==> config.mk <==
export PLATFORM = sky130hd
export DESIGN_NAME = spi2adc_flat
export DESIGN_NICKNAME = d
export VERILOG_FILES = /design/src/rtl/spi2adc_if.sv /design/src/rtl/spi2adc.sv /design/src/flat_wrapper.sv
export SDC_FILE = /design/constraint.sdc
export NUM_CORES = 1
export LEC_CHECK = 0
export CELL_PAD_IN_SITES_DETAIL_PLACEMENT = 1
export CELL_PAD_IN_SITES_GLOBAL_PLACEMENT = 1
export CORE_MARGIN = 2
export CORE_UTILIZATION = 40
export DETAILED_ROUTE_END_ITERATION = 6
export PLACE_DENSITY = 0.85
export SLEW_MARGIN = 15
export SYNTH_ARGS = -nofsm -noshare
export SYNTH_HDL_FRONTEND = slang
export SYNTH_SLANG_ARGS = --single-unit
==> constraint.sdc <==
create_clock -name sysclk -period 2.2 [get_ports sysclk]
set_clock_uncertainty 0.2 [all_clocks]
set_input_delay 0.22 -clock sysclk [delete_from_list [all_inputs] [get_ports sysclk]]
set_output_delay 0.22 -clock sysclk [all_outputs]
set_load 0.02 [all_outputs]
==> src/rtl/spi2adc_if.sv <==
// ============================================================================
//  spi2adc_if : host-side control/result signals plus the ADC SPI pins
//  Revision   : 1.0
// ============================================================================
`default_nettype none

interface spi2adc_if;
  logic       start;
  logic       channel;
  logic       adc_sdo;
  logic       adc_cs;
  logic       adc_sck;
  logic       adc_sdi;
  logic [9:0] data_out;
  logic       data_valid;
  logic       busy;

  // The converter is the SPI master; the slave view is the ADC plus host.
  modport master (
    input  start, channel, adc_sdo,
    output adc_cs, adc_sck, adc_sdi, data_out, data_valid, busy
  );

  modport slave (
    output start, channel, adc_sdo,
    input  adc_cs, adc_sck, adc_sdi, data_out, data_valid, busy
  );
endinterface

`default_nettype wire

==> src/rtl/spi2adc.sv <==
// ============================================================================
//  spi2adc  : SPI master running one 16-clock single-ended conversion frame
//             on a 10-bit ADC per accepted start request
//  Revision : 1.0
// ============================================================================
`default_nettype none

module spi2adc #(
  parameter int SCK_HALF = 25
) (
  input  wire logic  sysclk,
  input  wire logic  rst_n,
  spi2adc_if.master  bus
);

  typedef enum logic [2:0] {
    S_IDLE  = 3'd0,
    S_SETUP = 3'd1,
    S_SHIFT = 3'd2,
    S_HOLD  = 3'd3,
    S_DONE  = 3'd4
  } state_t;

  localparam logic [7:0] C_HALF_LOAD = 8'(SCK_HALF - 1);
  localparam logic [4:0] C_LAST_BIT  = 5'd15;
  localparam logic [4:0] C_KEEP_LO   = 5'd5;
  localparam logic [4:0] C_KEEP_HI   = 5'd14;

  state_t     r_state;
  state_t     w_next;
  logic [7:0] r_half_cnt;
  logic [4:0] r_bit_cnt;
  logic       r_sck_hi;
  logic       r_channel;
  logic [9:0] r_shift;
  logic [9:0] r_data_out;

  logic       w_half_done;
  logic       w_sample;
  logic       w_cmd_bit;
  logic       w_cs;
  logic       w_sck;
  logic       w_sdi;
  logic       w_valid;
  logic       w_busy;

  assign w_half_done = (r_half_cnt == 8'd0);

  // First sysclk of each high phase: r_bit_cnt holds (edge number - 1).
  assign w_sample = (r_state == S_SHIFT) && r_sck_hi && (r_half_cnt == C_HALF_LOAD)
                    && (r_bit_cnt >= C_KEEP_LO) && (r_bit_cnt <= C_KEEP_HI);

  always_ff @(posedge sysclk or negedge rst_n) begin
    if (!rst_n) begin
      r_state <= S_IDLE;
    end else begin
      r_state <= w_next;
    end
  end

  always_comb begin
    w_next = r_state;
    unique case (r_state)
      S_IDLE:  if (bus.start) w_next = S_SETUP;
      S_SETUP: if (w_half_done) w_next = S_SHIFT;
      S_SHIFT: if (w_half_done && r_sck_hi && (r_bit_cnt == C_LAST_BIT)) w_next = S_HOLD;
      S_HOLD:  if (w_half_done) w_next = S_DONE;
      S_DONE:  w_next = S_IDLE;
      default: w_next = S_IDLE;
    endcase
  end

  // Command word, MSB first: start, single-ended, channel, MSB-first.
  always_comb begin
    w_cmd_bit = 1'b0;
    case (r_bit_cnt)
      5'd0, 5'd1, 5'd3: w_cmd_bit = 1'b1;
      5'd2:             w_cmd_bit = r_channel;
      default:          w_cmd_bit = 1'b0;
    endcase
  end

  always_comb begin
    w_cs    = 1'b1;
    w_sck   = 1'b0;
    w_sdi   = 1'b0;
    w_valid = 1'b0;
    w_busy  = 1'b1;
    unique case (r_state)
      S_IDLE:  w_busy = 1'b0;
      S_SETUP: begin
        w_cs  = 1'b0;
        w_sdi = w_cmd_bit;
      end
      S_SHIFT: begin
        w_cs  = 1'b0;
        w_sck = r_sck_hi;
        w_sdi = w_cmd_bit;
      end
      S_HOLD:  w_cs = 1'b0;
      S_DONE:  w_valid = 1'b1;
      default: w_busy = 1'b0;
    endcase
  end

  always_ff @(posedge sysclk or negedge rst_n) begin
    if (!rst_n) begin
      r_half_cnt <= 8'd0;
      r_bit_cnt  <= 5'd0;
      r_sck_hi   <= 1'b0;
      r_channel  <= 1'b0;
      r_shift    <= 10'd0;
      r_data_out <= 10'd0;
    end else begin
      case (r_state)
        S_IDLE: begin
          r_half_cnt <= C_HALF_LOAD;
          r_bit_cnt  <= 5'd0;
          r_sck_hi   <= 1'b0;
          if (bus.start) r_channel <= bus.channel;
        end
        S_SETUP, S_HOLD: begin
          r_half_cnt <= w_half_done ? C_HALF_LOAD : r_half_cnt - 8'd1;
        end
        S_SHIFT: begin
          if (w_half_done) begin
            r_half_cnt <= C_HALF_LOAD;
            r_sck_hi   <= ~r_sck_hi;
            if (r_sck_hi) r_bit_cnt <= r_bit_cnt + 5'd1;
          end else begin
            r_half_cnt <= r_half_cnt - 8'd1;
          end
          if (w_sample) r_shift <= {r_shift[8:0], bus.adc_sdo};
        end
        default: ;
      endcase
      // Loaded on entry to DONE so the result is visible with data_valid.
      if ((r_state == S_HOLD) && w_half_done) r_data_out <= r_shift;
    end
  end

  assign bus.adc_cs     = w_cs;
  assign bus.adc_sck    = w_sck;
  assign bus.adc_sdi    = w_sdi;
  assign bus.data_out   = r_data_out;
  assign bus.data_valid = w_valid;
  assign bus.busy       = w_busy;

endmodule

`default_nettype wire

==> src/flat_wrapper.sv <==
// flat-port wrapper written by rule: the top's interface ports become plain ports
module spi2adc_flat 
#(
  parameter int SCK_HALF = 25
)
  (sysclk, rst_n, bus_start, bus_channel, bus_adc_sdo, bus_adc_cs, bus_adc_sck, bus_adc_sdi, bus_data_out, bus_data_valid, bus_busy);
  spi2adc_if bus_i ();
  input  wire logic sysclk;
  input  wire logic rst_n;
  input wire logic [$bits(bus_i.start)-1:0] bus_start;
  input wire logic [$bits(bus_i.channel)-1:0] bus_channel;
  input wire logic [$bits(bus_i.adc_sdo)-1:0] bus_adc_sdo;
  output wire logic [$bits(bus_i.adc_cs)-1:0] bus_adc_cs;
  output wire logic [$bits(bus_i.adc_sck)-1:0] bus_adc_sck;
  output wire logic [$bits(bus_i.adc_sdi)-1:0] bus_adc_sdi;
  output wire logic [$bits(bus_i.data_out)-1:0] bus_data_out;
  output wire logic [$bits(bus_i.data_valid)-1:0] bus_data_valid;
  output wire logic [$bits(bus_i.busy)-1:0] bus_busy;
  assign bus_i.start = bus_start;
  assign bus_i.channel = bus_channel;
  assign bus_i.adc_sdo = bus_adc_sdo;
  assign bus_adc_cs = bus_i.adc_cs;
  assign bus_adc_sck = bus_i.adc_sck;
  assign bus_adc_sdi = bus_i.adc_sdi;
  assign bus_data_out = bus_i.data_out;
  assign bus_data_valid = bus_i.data_valid;
  assign bus_busy = bus_i.busy;
  spi2adc #(.SCK_HALF(SCK_HALF)) u_core (.sysclk(sysclk), .rst_n(rst_n), .bus(bus_i));
endmodule
# Yosys cells after proc, flatten, opt, wreduce, memory -nomap -nowiden
# Index checks and enable logic that the tools add are counted.
# totals
latchBits	0
rom_bits	0
mem_count	0
ram_bits	0
out_inout_bits	15
reg_bits	38
input_bits	5
elab_cells	66
# classes
n_eq_ne	15
reduce_logical	21
mul	0
n_div	0
order_cmp	2
n_shift	0
bitwise	1
n_addsub	2
muxes	18
# op_table
cell	count
$pmux W8 S2	1
$mux W3	4
$pmux W3 S4	1
$eq A5 B2 Y1 const B	2
$mux W5	2
$pmux W5 S2	1
$eq A8 B5 Y1 const B	1
$logic_not A8 Y1	1
$mux W8	1
$ne A2 B1 Y1 const B	4
$sub A8 B1 Y8 const B	1
$logic_and A1 B1 Y1	7
$eq A3 B2 Y1 const B	2
$mux W1	6
$reduce_and A2 Y1	3
$reduce_or A3 Y1	2
$add A5 B1 Y5 const B	1
$eq A5 B1 Y1 const B	1
$eq A5 B4 Y1 const B	1
$ge A5 B3 Y1 const B	1
$le A5 B4 Y1 const B	1
$logic_not A5 Y1	1
$ne A2 B2 Y1 const B	2
$pmux W1 S2	2
other kinds (9)	10

# Logic depth before layout (Yosys ltp)
# logic_depth
word_depth	6
ltp_mapped	7
depth_no_buf	6

# Worst setup path after synthesis
# OpenSTA, ideal clock, no wires.
# synth_timing
path_type	flip-flop to flip-flop
from	reg u_core.r_half_cnt[0]
to	reg u_core.r_shift[1]
arrival_ns	1.778
synth_period_minus_slack_ns	2.103
setup_time_ns	0.125
path_buffers	0
t_required_ns	1.875
stages_incl_launch_ff	7
path_slack_ns	0.097
path_cell_list	dfrtp_1 -> inv_1 -> ha_1 -> nor3b_2 -> nand2_1 -> nor3_4 -> mux2_2
# synth_via
elab_chain_len	5
# synth_rtl
element	line_no	rtl
start, declared	spi2adc.sv:31	logic [7:0] r_half_cnt;
start signal, assigned	spi2adc.sv:123	r_half_cnt <= w_half_done ? C_HALF_LOAD : r_half_cnt - 8'd1;
start signal, assigned	spi2adc.sv:131	r_half_cnt <= r_half_cnt - 8'd1;
$eq A8 B5 Y1	spi2adc.sv:50	assign w_sample = (r_state == S_SHIFT) && r_sck_hi && (r_half_cnt == C_HALF_LOAD)
$logic_and A1 B1 Y1	spi2adc.sv:50	
$logic_and A1 B1 Y1 (2 in series)	spi2adc.sv:51	&& (r_bit_cnt >= C_KEEP_LO) && (r_bit_cnt <= C_KEEP_HI);
$reduce_and A2 Y1 (no line)	--	
end signal, assigned	spi2adc.sv:133	if (w_sample) r_shift <= {r_shift[8:0], bus.adc_sdo};
end, declared	spi2adc.sv:35	logic [9:0] r_shift;
# No other way between the ends.
# A chain may end at the register's enable or synchronous reset.

# Worst setup path in the final report
# layout_timing
from	reg u_core.r_state[0]
to	out bus_adc_cs
# layout_via
elab_chain_len	3
elab_cells_between_ends	5
classes_between	eq/ne (3); mux (1); reduce/logical (1)
# layout_rtl
element	line_no	rtl
start, declared	spi2adc.sv:29	state_t r_state;
start signal, assigned	spi2adc.sv:57	r_state <= w_next;
$eq A3 B1 Y1 or $eq A3 B2 Y1 (tied branches)	spi2adc.sv:89	unique case (r_state)
$reduce_or A3 Y1 (no line) *	--	
$mux W1 *	spi2adc.sv:89	
end, declared	flat_wrapper.sv:13	output wire logic [$bits(bus_i.adc_cs)-1:0] bus_adc_cs;
# Every way passes the cells marked *; elsewhere a longest branch is shown, timed or not.

==> impl_metrics.tcl <==
set metrics [dict create \
    cts_made_buffers 5 \
    netlist_instances 167 \
    yosysWarnings 0 \
    cts_hold_buf 0 \
    multi_input_area_sq_um 915.9 \
    synth_nets 179 \
    crit_type "register to primary output" \
    yosysSeqAreaShare_pct 50.63 \
    io_buffer_count 19 \
    fin_crit_ns 2.128 \
    track_usage_pct 21.30 \
    maxCapViolCount 0 \
    drive_above_1_share_pct 30.00 \
    startpoint_type "register" \
    power_per_cell_area_mw_per_mm2 585.3 \
    final-setup-viol-count 0 \
    io_pins 20 \
    endpoint_kind "primary output" \
    synthAdderAreaFrac_pct 4.664 \
    reg2reg_slack_ns 0.07 \
    synth_area_per_cell_sq_um 11.25 \
    post_dp_cell_area_sq_mm 0.002276 \
    slew_violations 0 \
    syn_to_final_growth_pct 31.11 \
    antenna_cells 0 \
    dieArea_sq_mm 0.005259 \
    grt_antenna_before_repair 0 \
    use_met3_pct 3.472 \
    dp_slack_ns -0.05261 \
    setup_ws_ns 0.07188 \
    wl_per_cell_um 19.48 \
    seqCellArea_sq_um 954.7 \
    period_share_pct 96.73 \
    r2r_end "u_core.r_shift[4]$_DFFE_PN0P_" \
    via_per_inst 5.679 \
    insertion_delay_ns 0.30 \
    clockBufferDepth 2 \
    crit_required_ns 1.78 \
    initial_core_util_pct 42.26 \
    dp.cells 253 \
    gr-total-overflow 0 \
    yosys.area_share.simple_pct 17.65 \
    hold_viol 0 \
    grt_max_degree 39 \
    drcViolationCount 0 \
    hp-class "input pin to async pin" \
    muxShareOfSynthArea_pct 13.12 \
    drt_iter0_markers 57 \
    p_leak_nw 1.150 \
    die_h_um 72.52 \
    outcome "finished, final reports clean" \
    r2r_cells 8 \
    cp.arrival_ns 1.71 \
    synth_top_area_share_pct 50.63 \
    max_freq_ghz 0.4699 \
    synth-xor-area-share_pct 2.798 \
    rows 24 \
    synth_top_family_by_area "simple AND/OR/NAND/NOR gates" \
    fin_util_pct 55.41 \
    ys_ff_latch 38 \
    finalPower_mw 1.441 \
    cts_max_level 2 \
    netlist_top_cells_area "dfrtp_1 (51%), mux2_2 (12%), ha_1 (4.7%)" \
    layout.cells.non_filler 262 \
    cts_tree "done" \
    place_congestion 0.8251 \
    ctsRootBufferMaster "clkbuf_8" \
    max-vdd-ir-drop_mv 0.3473 \
    path_max_fanout 10 \
    syn-cell-area_sq_mm 0.001878 \
    post-dp-hpwl_mm 3.590 \
    grt_pass1_wl_mm 8.404 \
    synth_compound_gate_area_share_pct 8.261 \
    async_flop_share_pct 100.0 \
    whs_ns 0.1758 \
    fin_tns_setup_ns 0 \
    die_w_um 72.52 \
    grt_use_met1_pct 24.42 \
    grt_util_met2_pct 38.38 \
    synth_flop_cell "dfrtp_1" \
    core_region_area_sq_mm 0.004444 \
    synth_edf_count 0 \
    finalInstanceArea_sq_mm 0.002462 \
    first_pass_iters 4 \
    synth.distinct_cells 40 \
    wirelength_mm 5.103 \
    regToRegStartpoint "u_core.r_bit_cnt[0]$_DFFE_PN0P_" \
    fillers 481 \
    max-slew-margin-rel_pct 65.20 \
    drtAntennaViolNets 0 \
    vias 1488 \
    cts_sinks 38 \
    clk_pin_slew_ns 0.08 \
    tightest_slew_ns 0.5188 \
    top_usage_layer "met2" \
    final_nets 221 \
    grt_pass1_vias 1664 \
    synth_area_leader_cell "dfrtp_1" \
]
[where the power goes]
group	total, mW	internal (mW)	switching, mW
clock	0.721	0.454	0.267
sequential	0.698	0.698	0
combinational	0.0221	0.00739	0.0147
[layout by cell type, fill, tap and decap left out, types with 2 or more instances in the layout]
master,instances
nor2_1,12
and3_1,3
nand3_1,7
bufinv_16,2
a21oi_1,5
clkdlybuf4s50_1,15
dlygate4sd2_1,2
o31ai_1,2
a211o_1,2
o21ai_0,8
mux2_2,20
ha_1,6
nand2_1,9
xnor2_1,3
inv_1,9
nor3_1,4
or3_1,3
dfrtp_1,35
dfrtp_2,3
and2_1,3
nand4_1,5
xor2_1,3
clkbuf_8,5
buf_4,20
[synth_stat cells, types with 2 or more instances]
cell type / count
inv_1: 9
buf_1: 2
xor2_1: 3
nand3_1: 7
dfrtp_1: 38
o21ai_0: 8
xnor2_1: 3
nand2_1: 9
o31ai_1: 2
nor3_1: 4
a211o_1: 2
nand4_1: 5
mux2_2: 20
or3_1: 3
a21oi_1: 5
ha_1: 7
clkbuf_1: 2
nor2_1: 13
and3_1: 3
and2_1: 2
[final cells by class]
| class | count | area share (%) |
|---|---|---|
| Clock inverter | 3 | 2.795 |
| Clock buffer | 5 | 2.795 |
| Sequential cell | 38 | 38.77 |
| Multi-Input combinational cell | 115 | 37.20 |
| Tap cell | 52 | 2.642 |
| Timing Repair Buffer | 40 | 14.43 |
| Inverter | 9 | 1.372 |
[worst max-delay path by stage]
stage	start	endpoint	slack, ns
after detailed placement	u_core.r_half_cnt[0]$_DFFE_PN0P_	u_core.bus.data_out[4]$_DFFE_PN0P_	-0.05
after floorplan	u_core.r_half_cnt[0]$_DFFE_PN0P_	u_core.r_shift[1]$_DFFE_PN0P_	0.1
after CTS	u_core.r_bit_cnt[0]$_DFFE_PN0P_	bus_adc_sdi	-0.03
final	u_core.r_state[0]$_DFFE_PN0P_	bus_adc_cs	0.07
after global placement	u_core.r_bit_cnt[4]$_DFFE_PN0P_	bus_adc_sdi	0.07
after global routing	u_core.r_bit_cnt[0]$_DFFE_PN0P_	u_core.r_shift[9]$_DFFE_PN0P_	-0.01
[timing repair]
action                                  CTS  global route
gates resized for setup                  10             9
buffers inserted                          0             1
endpoints found under the setup margin   17            13
[metal layers]
layer | wire (um) | share of wire [%]
met5 | 0 | 0
met4 | 121 | 2.4
met3 | 112 | 2.2
met2 | 2840 | 56
met1 | 2029 | 40
[sequential cells by signal, summed over array words and instances (netlist names)]
signal / count
u_core.bus.data_out: 10
u_core.r_bit_cnt: 5
u_core.r_channel: 1
u_core.r_half_cnt: 8
u_core.r_sck_hi: 1
u_core.r_shift: 10
u_core.r_state: 3
[cell families (layout without fill, tap and decap cells)]
group / Yosys count / count (layout)
and+or+nand+nor: 56 / 56
DFF: 38 / 38
AOI/OAI and AO/OA: 24 / 24
muxes: 22 / 22
buffers and inverters: 14 / 57
adders and majority gates: 7 / 7
xor gates and xnor gates: 6 / 6
[critical path: stages (launching register included)]
cell	delay, ns
dfrtp_2	0.52
nor2_4	0.07
or2_2	0.27
clkdlybuf4s50_1	0.55
No activity file was read; power rests on OpenSTA's default activity.
